### config.mk
export PLATFORM = sky130hd
export DESIGN_NAME = uart_prog_loader_flat
export DESIGN_NICKNAME = d
export VERILOG_FILES = /design/src/rtl/uart_prog_loader_pkg.sv /design/src/rtl/uart_prog_loader_if.sv /design/src/rtl/uart_prog_loader_rx_core.sv /design/src/rtl/uart_prog_loader.sv /design/src/flat_wrapper.sv
export SDC_FILE = /design/constraint.sdc
export NUM_CORES = 1
export LEC_CHECK = 0
export CAP_MARGIN = 20
export CORE_MARGIN = 5
export CORE_UTILIZATION = 50
export CTS_CLUSTER_SIZE = 10
export DETAILED_ROUTE_END_ITERATION = 8
export GPL_TIMING_DRIVEN = 0
export PLACE_DENSITY = 0.69
export SETUP_SLACK_MARGIN = 0.15
export SYNTH_ARGS = -nofsm -noshare
export SYNTH_HDL_FRONTEND = slang
export SYNTH_SLANG_ARGS = --single-unit
export TNS_END_PERCENT = 10
### constraint.sdc
create_clock -name clock -period 1.96 [get_ports clock]
set_input_delay 0.196 -clock clock [delete_from_list [all_inputs] [get_ports clock]]
set_output_delay 0.196 -clock clock [all_outputs]
set_load 0.005 [all_outputs]
### src/rtl/uart_prog_loader_pkg.sv
// Shared types and defaults for the UART program loader and its RX core.
package uart_prog_loader_pkg;

  // Receiver frame-tracking states
  typedef enum logic [1:0] {
    RX_IDLE  = 2'd0,
    RX_START = 2'd1,
    RX_DATA  = 2'd2,
    RX_STOP  = 2'd3
  } rx_state_t;

  localparam int ADDR_W_DEF = 4;
  localparam int DATA_W_DEF = 8;

  // Cleared instruction memory reads as NOP
  localparam logic [7:0] NOP_OPCODE = 8'h00;

endpackage

### src/rtl/uart_prog_loader_if.sv
// Fetch-side bundle between the PC/decoder and the program loader.
interface uart_prog_loader_if #(
  parameter int ADDR_W = 4,
  parameter int DATA_W = 8
);
  logic [ADDR_W-1:0] pc_addr;
  logic [DATA_W-1:0] instr_out;
  logic              load_done;
  logic              cpu_hold;

  // PC side: issues fetch addresses, consumes instructions and hold
  modport master (output pc_addr, input instr_out, load_done, cpu_hold);
  // Loader side: serves instructions and load status
  modport slave  (input pc_addr, output instr_out, load_done, cpu_hold);
endinterface

### src/rtl/uart_prog_loader_rx_core.sv
// UART receiver: 2-FF synchroniser, start/data/stop FSM, LSB-first shift register.
// Emits a 1-cycle valid with the byte on a good stop bit, or a 1-cycle frame
// error pulse on a bad one. Everything freezes while ena is low.
module uart_rx_core
  import uart_prog_loader_pkg::*;
#(
  parameter int CLKS_PER_BIT = 1042,
  parameter int DATA_W       = DATA_W_DEF
) (
  input  logic              clock,
  input  logic              reset,
  input  logic              ena,
  input  logic              rx,
  output logic [DATA_W-1:0] rx_byte,
  output logic              rx_valid,
  output logic              rx_ferr
);

  localparam int BAUD_W = $clog2(CLKS_PER_BIT);
  localparam int BIT_W  = $clog2(DATA_W + 1);
  localparam logic [BAUD_W-1:0] BAUD_LAST = BAUD_W'(CLKS_PER_BIT - 1);
  localparam logic [BAUD_W-1:0] BAUD_HALF = BAUD_W'(CLKS_PER_BIT / 2 - 1);
  localparam logic [BIT_W-1:0]  BIT_LAST  = BIT_W'(DATA_W - 1);

  rx_state_t         state;
  logic              rx_meta, rx_s, rx_s_d;
  logic [BAUD_W-1:0] baud_cnt;
  logic [BIT_W-1:0]  bit_cnt;
  logic [DATA_W-1:0] shreg;

  // Synchronise rx, track bit timing and assemble frames
  always_ff @(posedge clock) begin
    if (reset) begin
      rx_meta  <= 1'b1;
      rx_s     <= 1'b1;
      rx_s_d   <= 1'b1;
      state    <= RX_IDLE;
      baud_cnt <= '0;
      bit_cnt  <= '0;
      shreg    <= '0;
      rx_byte  <= '0;
      rx_valid <= 1'b0;
      rx_ferr  <= 1'b0;
    end else if (ena) begin
      rx_meta  <= rx;
      rx_s     <= rx_meta;
      rx_s_d   <= rx_s;
      rx_valid <= 1'b0;
      rx_ferr  <= 1'b0;
      case (state)
        RX_IDLE: begin
          // Only a genuine high-to-low edge starts a frame
          if (rx_s_d && !rx_s) begin
            state    <= RX_START;
            baud_cnt <= '0;
            bit_cnt  <= '0;
          end
        end
        RX_START: begin
          if (baud_cnt == BAUD_HALF) begin
            baud_cnt <= '0;
            state    <= rx_s ? RX_IDLE : RX_DATA;
          end else begin
            baud_cnt <= baud_cnt + BAUD_W'(1);
          end
        end
        RX_DATA: begin
          if (baud_cnt == BAUD_LAST) begin
            baud_cnt <= '0;
            shreg    <= {rx_s, shreg[DATA_W-1:1]};
            bit_cnt  <= bit_cnt + BIT_W'(1);
            if (bit_cnt == BIT_LAST) state <= RX_STOP;
          end else begin
            baud_cnt <= baud_cnt + BAUD_W'(1);
          end
        end
        RX_STOP: begin
          if (baud_cnt == BAUD_LAST) begin
            baud_cnt <= '0;
            state    <= RX_IDLE;
            if (rx_s) begin
              rx_byte  <= shreg;
              rx_valid <= 1'b1;
            end else begin
              rx_ferr  <= 1'b1;
            end
          end else begin
            baud_cnt <= baud_cnt + BAUD_W'(1);
          end
        end
        default: state <= RX_IDLE;
      endcase
    end
  end

endmodule

### src/rtl/uart_prog_loader.sv
// Program loader: writes UART-received bytes into a small instruction memory,
// serves registered fetches, and holds the CPU until the memory is full once.
module uart_prog_loader
  import uart_prog_loader_pkg::*;
#(
  parameter int CLKS_PER_BIT = 1042,
  parameter int ADDR_W       = ADDR_W_DEF,
  parameter int DATA_W       = DATA_W_DEF
) (
  input  logic              clock,
  input  logic              reset,
  input  logic              ena,
  input  logic              rx,
  uart_prog_loader_if.slave fetch,
  output logic              frame_err,
  output logic              rx_byte_ok
);

  localparam int DEPTH = 2 ** ADDR_W;

  logic [DATA_W-1:0] mem [DEPTH];
  logic [ADDR_W-1:0] wptr;
  logic [DATA_W-1:0] instr_q;
  logic              load_done_q;
  logic [DATA_W-1:0] rx_byte;
  logic              rx_valid;
  logic              rx_ferr;

  uart_rx_core #(
    .CLKS_PER_BIT (CLKS_PER_BIT),
    .DATA_W       (DATA_W)
  ) u_rx_core (
    .clock    (clock),
    .reset    (reset),
    .ena      (ena),
    .rx       (rx),
    .rx_byte  (rx_byte),
    .rx_valid (rx_valid),
    .rx_ferr  (rx_ferr)
  );

  // Memory write, write pointer, sticky status and registered fetch read
  always_ff @(posedge clock) begin
    if (reset) begin
      for (int i = 0; i < DEPTH; i++) mem[i] <= DATA_W'(NOP_OPCODE);
      wptr        <= '0;
      instr_q     <= '0;
      load_done_q <= 1'b0;
      frame_err   <= 1'b0;
      rx_byte_ok  <= 1'b0;
    end else if (ena) begin
      // Read sees pre-write contents when addresses collide
      instr_q    <= mem[fetch.pc_addr];
      rx_byte_ok <= rx_valid;
      if (rx_valid) begin
        mem[wptr] <= rx_byte;
        wptr      <= wptr + ADDR_W'(1);
        if (wptr == '1) load_done_q <= 1'b1;
      end
      if (rx_ferr) frame_err <= 1'b1;
    end
  end

  assign fetch.instr_out = instr_q;
  assign fetch.load_done = load_done_q;
  assign fetch.cpu_hold  = ~load_done_q;

endmodule
### src/flat_wrapper.sv
// flat-port wrapper written by rule: the top's interface ports become plain ports
module uart_prog_loader_flat import uart_prog_loader_pkg::*;
#(
  parameter int CLKS_PER_BIT = 1042,
  parameter int ADDR_W       = ADDR_W_DEF,
  parameter int DATA_W       = DATA_W_DEF
)
  (clock, reset, ena, rx, frame_err, rx_byte_ok, fetch_pc_addr, fetch_instr_out, fetch_load_done, fetch_cpu_hold);
  uart_prog_loader_if #(.ADDR_W(ADDR_W), .DATA_W(DATA_W)) fetch_i ();
  input  logic clock;
  input  logic reset;
  input  logic ena;
  input  logic rx;
  output logic frame_err;
  output logic rx_byte_ok;
  input wire logic [$bits(fetch_i.pc_addr)-1:0] fetch_pc_addr;
  output wire logic [$bits(fetch_i.instr_out)-1:0] fetch_instr_out;
  output wire logic [$bits(fetch_i.load_done)-1:0] fetch_load_done;
  output wire logic [$bits(fetch_i.cpu_hold)-1:0] fetch_cpu_hold;
  assign fetch_i.pc_addr = fetch_pc_addr;
  assign fetch_instr_out = fetch_i.instr_out;
  assign fetch_load_done = fetch_i.load_done;
  assign fetch_cpu_hold = fetch_i.cpu_hold;
  uart_prog_loader #(.CLKS_PER_BIT(CLKS_PER_BIT), .ADDR_W(ADDR_W), .DATA_W(DATA_W)) u_core (.clock(clock), .reset(reset), .ena(ena), .rx(rx), .fetch(fetch_i), .frame_err(frame_err), .rx_byte_ok(rx_byte_ok));
endmodule
==> qor.tcl, run 1 <==
set qor(leakage_uw) 0.00329
set qor(critical-path-max-stage-delay_ps) 420
set qor(max_freq_mhz) 544
set qor(max_stage_delay_cell_worst_path) {sky130_fd_sc_hd__nand2b_2}
set qor(setup.worst_path.start_class) {flip-flop}
set qor(drt_pre_antenna_iters) 5
set qor(post_synth_instance_area_mm2) 0.00810
set qor(crit_path_cell_trace) {clkbuf_2, nand2b_2, o21ai_2, buf_4}
set qor(crit_type) {reg2reg}
set qor(portBuffers) 17
set qor(initialDrtViolationCount) 537
set qor(minimum_setup_slack_in_the_final_design_ps) 122
set qor(cts-buffers-inserted) 17
set qor(finish.instance_area_mm2) 0.00962
set qor(core.rowCount) 46
set qor(detailed_route_drc_error_count) 0
set qor(totalWireLength_um) 19300
set qor(ys_warn_count) 0
set qor(synth-compound-area-share_pct) 5.67
set qor(path_clk_slew_ps) 70
set qor(nets) 708
set qor(overflow) 0
set qor(worst_clock_skew_ps) 7.43
set qor(power_density_mw_per_mm2) 854
set qor(netlist-cell-type-count) 47
set qor(synth.avg_cell_area_um2) 12.8
set qor(worst_hold_path_type) {in2reg}
set qor(final.fill_count) 1217
set qor(timing.hold.worst.start) {rx}
set qor(antenna_cells_inserted) 0
set qor(drv.max_cap_violation_count) 0
set qor(setup_viol_count_final) 0
set qor(crit_arrival_ps) 1980
set qor(synth-adder-area-share_pct) 1.24
set qor(wl_per_cell_um) 20.9
set qor(syn_nets) 650
set qor(required_ps) 2110
set qor(synth_commonest_cells) {sky130_fd_sc_hd__and2_1, sky130_fd_sc_hd__edfxtp_1, sky130_fd_sc_hd__dfxtp_1, sky130_fd_sc_hd__nor2_1, sky130_fd_sc_hd__mux4_2}
set qor(fin_hold_ws_ps) 368
set qor(yosysTopAreaCellShare_pct) 47.5
set qor(floorplan.io_pins) 20
set qor(synth_top_family_by_area) {simple AND/OR/NAND/NOR gates}
set qor(detailed_place.area_mm2) 0.00860
set qor(core_area_mm2) 0.0159
set qor(ctsLongestPathBuffers) 2
set qor(synth-xor-area-share_pct) 0.865
set qor(die_area_mm2) 0.0188
set qor(period_minus_slack_ps) 1840
set qor(cp-end-kind) {flip-flop}
set qor(finalHoldViolCount) 0
set qor(maxSlewHeadroom_pct) 51.6
set qor(ys.flop_type) {sky130_fd_sc_hd__edfxtp_1}
set qor(total_routing_usage_gr_pct) 21.7
set qor(seq_area_frac_synth_pct) 60.6
set qor(final_min_period_over_clock_period_pct) 93.8
set qor(vdd_ir_drop_max_mv) 0.613
set qor(grt_antenna_before_repair) 0
set qor(die_y_um) 137
set qor(dp_cells) 876
set qor(initial_core_util_pct) 51.0
set qor(place_hpwl_um) 13200
set qor(die_width_um) 137
set qor(synth_largest_area_cell) {sky130_fd_sc_hd__edfxtp_1}
set qor(clock_tree.root_cell) {sky130_fd_sc_hd__clkbuf_16}
set qor(synth-edff-count) 128
set qor(synth_seq_cells) 181
set qor(tightestPinTransition_ps) 722
set qor(slew_violations) 0
set qor(grt_setup_unrepaired) {yes}
set qor(netlist_instances) 634
set qor(grt_pass1_wl_um) 29800
set qor(antenna_left) 0
set qor(num_vias) 5256
set qor(instances_no_fill) 921
set qor(first_global_vias) 5292
set qor(ys_async_sr_fraction_pct) 0
set qor(path_delay_family) {buffers and inverters}
set qor(holdBufCountCts) 0
set qor(grt_max_degree) 17
set qor(synthToLayoutAreaGrowth_pct) 18.8
set qor(startpoint) {u_core.wptr[2]}
set qor(final_layout_size_suffix_gt1_share_pct) 22.1
set qor(critical_path_buf_inv_count) 2
set qor(dpl_worst_slack_ps) -1120
set qor(drt-vias-per-instance) 5.71
set qor(yosys.cell_count.top_type) {sky130_fd_sc_hd__and2_1}
set qor(status) {completed}
set qor(gp_congestion) 0.852
set qor(clock_tree_from_tritoncts) {yes}
set qor(cp_max_fo) 9
set qor(clkLatencyLatePin_ps) 430
set qor(crit-reg2reg-launch) {u_core.wptr[2]}
set qor(synth_top_cells_by_area) {sky130_fd_sc_hd__edfxtp_1, sky130_fd_sc_hd__dfxtp_1, sky130_fd_sc_hd__and2_1}
set qor(synth_mux_area_share_pct) 11.1
set qor(synthSimpleGateAreaFrac_pct) 18.3
set qor(h-tree-depth) 4
set qor(cts.sinks) 181
[cells in the final DEF, fill, tap and decap left out, types with 7 or more instances in the layout]
master                            count
sky130_fd_sc_hd__a21oi_1             30
sky130_fd_sc_hd__nand3_1              7
sky130_fd_sc_hd__ha_1                 7
sky130_fd_sc_hd__clkbuf_16           20
sky130_fd_sc_hd__mux4_2              32
sky130_fd_sc_hd__o21ai_4              7
sky130_fd_sc_hd__edfxtp_1           128
sky130_fd_sc_hd__clkdlybuf4s50_1     17
sky130_fd_sc_hd__clkbuf_2             9
sky130_fd_sc_hd__mux2i_1             18
sky130_fd_sc_hd__nand2_1             23
sky130_fd_sc_hd__a22oi_1             16
sky130_fd_sc_hd__clkbuf_1            17
sky130_fd_sc_hd__dfxtp_1             49
sky130_fd_sc_hd__buf_4               20
sky130_fd_sc_hd__nor2_2               8
sky130_fd_sc_hd__nor2_1              43
sky130_fd_sc_hd__inv_1               10
sky130_fd_sc_hd__and2_1             131
[worst min-delay path: stages]
cell,delay [ps]
sky130_fd_sc_hd__clkdlybuf4s50_1,460
sky130_fd_sc_hd__mux2i_1,60
sky130_fd_sc_hd__nand2_1,60
[flip-flops by register name (all words and copies together) (netlist names), named ones only]
name	count
u_core.fetch.instr_out	8
u_core.fetch.load_done	1
u_core.frame_err	1
u_core.mem	128
u_core.rx_byte_ok	1
u_core.u_rx_core.baud_cnt	11
u_core.u_rx_core.bit_cnt	4
u_core.u_rx_core.rx_byte	8
u_core.u_rx_core.rx_ferr	1
u_core.u_rx_core.rx_meta	1
u_core.u_rx_core.rx_s	1
u_core.u_rx_core.rx_s_d	1
u_core.u_rx_core.rx_valid	1
u_core.u_rx_core.shreg	8
u_core.u_rx_core.state	1
u_core.wptr	4
[cell families after synthesis]
group           count (synthesis)
mux                            50
buf+inv                        46
simple gates                  264
flops                         181
xor+xnor                        8
fa+ha+maj                       8
compound gates                 77
[cell type report]
type | instances | area [µm²] | share of cell area (%)
plain buffers | 35 | 170 | 1.77
inverters | 11 | 41.3 | 0.429
clock inverters | 10 | 87.6 | 0.910
repair buffers | 39 | 330 | 3.43
well taps | 216 | 270 | 2.81
clock buffers | 22 | 528 | 5.49
multi-input cells | 407 | 3280 | 34.1
flip-flops and latches | 181 | 4910 | 51.1
[report_power, final]
| group | switching, µW | total [µW] | internal, µW |
|---|---|---|---|
| Clock | 1430 | 3470 | 2040 |
| Sequential | 49.9 | 4280 | 4230 |
| Combinational | 260 | 468 | 208 |
| Total | 1740 | 8220 | 6480 |
[what timing repair did]
item / in CTS / in global routing
setup endpoints to repair: 264 / 220
cloned: 0 / 2
pin swaps: 5 / 5
buffers inserted: 6 / 5
resized for setup: 53 / 50
[per-stage QoR]
stage          setup TNS (ps)  util [%]  power (µW)
2_1_floorplan               0         -        4630
3_3_place_gp          -162550      53.8        4780
3_5_place_dp          -147200      54.2        4810
4_1_cts                     0      59.3        8250
5_1_grt                     0      60.6        8460
6_report                    0      60.6        8220
[layer usage]
layer | wire (µm) | global-route usage [%] | vias to the layer above
met4 | 448 | 7.48 | 0
met2 | 9550 | 35.6 | 173
li1 | - | - | 2436
met3 | 1250 | 4.89 | 38
met1 | 8010 | 28.6 | 2609
met5 | 0 | 0 | -
[path summary, 6_finish.rpt]
kind                                                  to  slack (ps)  cells after the start
worst max-delay path                    u_core.mem[8][0]         120                      4
worst min-delay path            u_core.u_rx_core.rx_meta         370                      3
worst max register to register          u_core.mem[8][0]         120                      4
worst min register to register   u_core.u_rx_core.rx_s_d         460                      2
No activity file was read; power rests on OpenSTA's default activity.
==> run 2: changes to the inputs <==
--- a/config.mk
+++ b/config.mk
@@ -8,10 +8,12 @@
 export CAP_MARGIN = 20
 export CORE_MARGIN = 5
 export CORE_UTILIZATION = 50
+export CTS_BUF_LIST = sky130_fd_sc_hd__clkbuf_8
 export CTS_CLUSTER_SIZE = 10
 export DETAILED_ROUTE_END_ITERATION = 8
 export GPL_TIMING_DRIVEN = 0
 export PLACE_DENSITY = 0.69
+export RECOVER_POWER = 50
 export SETUP_SLACK_MARGIN = 0.15
 export SYNTH_ARGS = -nofsm -noshare
 export SYNTH_HDL_FRONTEND = slang
==> run 2 against run 1 <==
Maximum frequency fell by 0.24%. First-iteration DRC count fell by 14%. Largest power group unchanged. Cell count rose by 0.11%. Routed wire length fell by 1.6%. Combinational power fell by 3%. Utilization fell by 1.6 points. Critical path type unchanged. Hold slack got worse by 42 ps. Die area did not move. Worst setup slack got worse by 4.4 ps. Clock-buffer cell count fell by 3.
==> qor.tcl, run 2 (synthesized netlist as in run 1, its figures left out) <==
set qor(status) {completed}
set qor(leakage_uw) 0.00316 ;# -3.8%
set qor(grt_setup_unrepaired) {yes}
set qor(cp_max_fo) 10 ;# +1
set qor(required_ps) 2320 ;# +210 ps
set qor(path_clk_slew_ps) 90 ;# +20 ps
set qor(reg.largest.list) {u_core.mem x128, u_core.u_rx_core.baud_cnt x11}
set qor(reg2reg_setup_slack_ps) 120 ;# about the same
set qor(die_area_mm2) 0.0188 ;# unchanged
set qor(overflow) 0 ;# unchanged
set qor(gp_congestion) 0.852 ;# unchanged
set qor(multi_input_area_mm2) 0.00322 ;# -1.9%
set qor(first_global_vias) 5177 ;# -2.2%
set qor(antenna_cells_inserted) 0 ;# unchanged
set qor(core_area_mm2) 0.0159 ;# unchanged
set qor(fin_hold_ws_ps) 326 ;# -42.2 ps
set qor(tightestPinTransition_ps) 700 ;# -22.3 ps
set qor(portBuffers) 17 ;# unchanged
set qor(final_core_utilization_pct) 59.0 ;# -1.6 points
set qor(largest_register) {u_core.mem}
set qor(clkLatencyLatePin_ps) 470 ;# +40 ps
set qor(total_routing_usage_gr_pct) 21.2 ;# -0.52 points
set qor(num_vias) 5266 ;# +0.19%
set qor(final.fill_count) 1277 ;# +4.9%
set qor(dpl_worst_slack_ps) -1120 ;# unchanged
set qor(final_min_period_over_clock_period_pct) 94.0 ;# +0.23 points
set qor(slew_violations) 0 ;# unchanged
set qor(cp-end-kind) {flip-flop}
set qor(drt-vias-per-instance) 5.71 ;# about the same
set qor(worst_hold_path_type) {in2reg}
set qor(ctsLongestPathBuffers) 2 ;# unchanged
set qor(critical_path.reg2reg.endpoint) {u_core.u_rx_core.baud_cnt[10]}
set qor(grt_max_degree) 17 ;# unchanged
set qor(vdd_ir_drop_max_mv) 0.454 ;# -26%
set qor(holdBufCountCts) 0 ;# unchanged
set qor(floorplan.io_pins) 20 ;# unchanged
set qor(instances_no_fill) 922 ;# +0.11%
set qor(antenna_left) 0 ;# unchanged
set qor(maxSlewHeadroom_pct) 53.1 ;# +1.5 points
set qor(die_y_um) 137 ;# unchanged
set qor(wl_per_cell_um) 20.6 ;# -1.7%
set qor(cts.sinks) 181 ;# unchanged
set qor(timing.critical_path.to) {u_core.u_rx_core.baud_cnt[10]}
set qor(r2r.worst_path.cells) 6 ;# +2
set qor(totalWireLength_um) 18900 ;# -1.6%
set qor(setup.worst_path.start_class) {flip-flop}
set qor(final_layout_size_suffix_gt1_share_pct) 20.0 ;# -2.2 points
set qor(timing.hold.worst_path_depth) 3 ;# unchanged
set qor(minimum_setup_slack_in_the_final_design_ps) 118 ;# -4.42 ps
set qor(finalHoldViolCount) 0 ;# unchanged
set qor(detailed_route_drc_error_count) 0 ;# unchanged
set qor(finish.instance_area_mm2) 0.00937 ;# -2.7%
set qor(worst_clock_skew_ps) 11.1 ;# +3.70 ps
set qor(crit-reg2reg-launch) {u_core.u_rx_core.rx_s}
set qor(period_minus_slack_ps) 1840 ;# +4.42 ps
set qor(final_cell_mix) {sky130_fd_sc_hd__edfxtp_1, sky130_fd_sc_hd__and2_1, sky130_fd_sc_hd__nor2_1, sky130_fd_sc_hd__dfxtp_1, sky130_fd_sc_hd__and2_0}
set qor(place_hpwl_um) 13200 ;# unchanged
set qor(power_density_mw_per_mm2) 801 ;# -6.2%
set qor(die_width_um) 137 ;# unchanged
set qor(core.rowCount) 46 ;# unchanged
set qor(largest_register_ff_count) 128 ;# unchanged
set qor(dp_cells) 876 ;# unchanged
set qor(drv.max_cap_violation_count) 0 ;# unchanged
set qor(clock_tree_from_tritoncts) {yes}
set qor(drt_pre_antenna_iters) 7 ;# +2
set qor(setup_viol_count_final) 0 ;# unchanged
set qor(max_freq_mhz) 543 ;# -0.24%
set qor(crit_arrival_ps) 2210 ;# +230 ps
set qor(synthToLayoutAreaGrowth_pct) 15.6
set qor(clock_tree.root_cell) {sky130_fd_sc_hd__clkbuf_8}
set qor(initialDrtViolationCount) 463 ;# -14%
set qor(grt_antenna_before_repair) 0 ;# unchanged
set qor(grt_pass1_wl_um) 29100 ;# -2.2%
set qor(cts-buffers-inserted) 17 ;# unchanged
set qor(detailed_place.area_mm2) 0.00860 ;# unchanged
set qor(h-tree-depth) 4 ;# unchanged
set qor(crit_type) {reg2reg}
set qor(nets) 709 ;# +0.14%
set qor(initial_core_util_pct) 51.0 ;# unchanged
set qor(final_common_cell) {sky130_fd_sc_hd__edfxtp_1}
set qor(reg_area_mm2) 0.00491 ;# unchanged
set qor(startpoint) {u_core.u_rx_core.rx_s}
## run 2: changes by cell type in the layout (fill, tap and decap cells not counted), sizes merged
cell           previous run  this run
buf                      29        24
clkbuf                   50        53
clkdlybuf4s50            17         5
bufinv                    1         4
dlygate4sd3               0        12
## run 2: worst max-delay path, stage by stage, from the launching register on
cell                       delay, ps
sky130_fd_sc_hd__dfxtp_1         490
sky130_fd_sc_hd__nor2b_1         130
sky130_fd_sc_hd__o31ai_1         280
sky130_fd_sc_hd__clkbuf_1        450
sky130_fd_sc_hd__nor3_1          160
sky130_fd_sc_hd__xnor2_1         170
sky130_fd_sc_hd__nor2_1           50
## run 2: repair_timing
item	in CTS	in global routing
endpoints found under the setup margin	265	169
hold endpoints to repair	0	0
pin swaps	6	6
setup buffers	4	9
gates cloned	0	1
gates resized for setup	61	25
## run 2: per-stage QoR
stage               power, µW  TNS, ps
floorplan                4630        0
global placement         4780  -162550
detailed placement       4810  -147200
CTS                      7530        0
global route             7730        0
finish                   7510        0
## run 2: layer usage
layer / global-route usage (%) / vias to the layer above / routed length (µm)
met2: 34.6 / 192 / 9320
met3: 5.19 / 36 / 1330
met5: 0 / - / 0
met1: 27.9 / 2619 / 7890
li1: - / 2419 / -
met4: 7.21 / 0 / 417
## run 2: worst min path at each step
| stage | from | to | slack (ps) |
|---|---|---|---|
| after global placement | u_core.u_rx_core.rx_s_d | u_core.u_rx_core.rx_s_d | 450 |
| final | rx | u_core.u_rx_core.rx_meta | 330 |
| after detailed placement | u_core.u_rx_core.rx_s_d | u_core.u_rx_core.rx_s_d | 450 |
| after floorplan | rx | u_core.u_rx_core.rx_meta | 320 |
| after global routing | rx | u_core.u_rx_core.rx_meta | 320 |
| after CTS | rx | u_core.u_rx_core.rx_meta | 320 |
## run 2: layout make-up
| class | instances | share of cell area [%] |
|---|---|---|
| sequential | 181 | 52.5 |
| buffer | 35 | 1.58 |
| multi-input combinational | 407 | 34.3 |
| tap | 216 | 2.89 |
| clock buffer | 19 | 2.79 |
| timing repair buffer | 40 | 3.59 |
| clock inverter | 13 | 1.90 |
| inverter | 11 | 0.441 |
## run 2: power breakdown
group          internal (µW)  switching (µW)
sequential              4220            47.7
clock                   1450            1330
combinational            199             254
total                   5870            1630
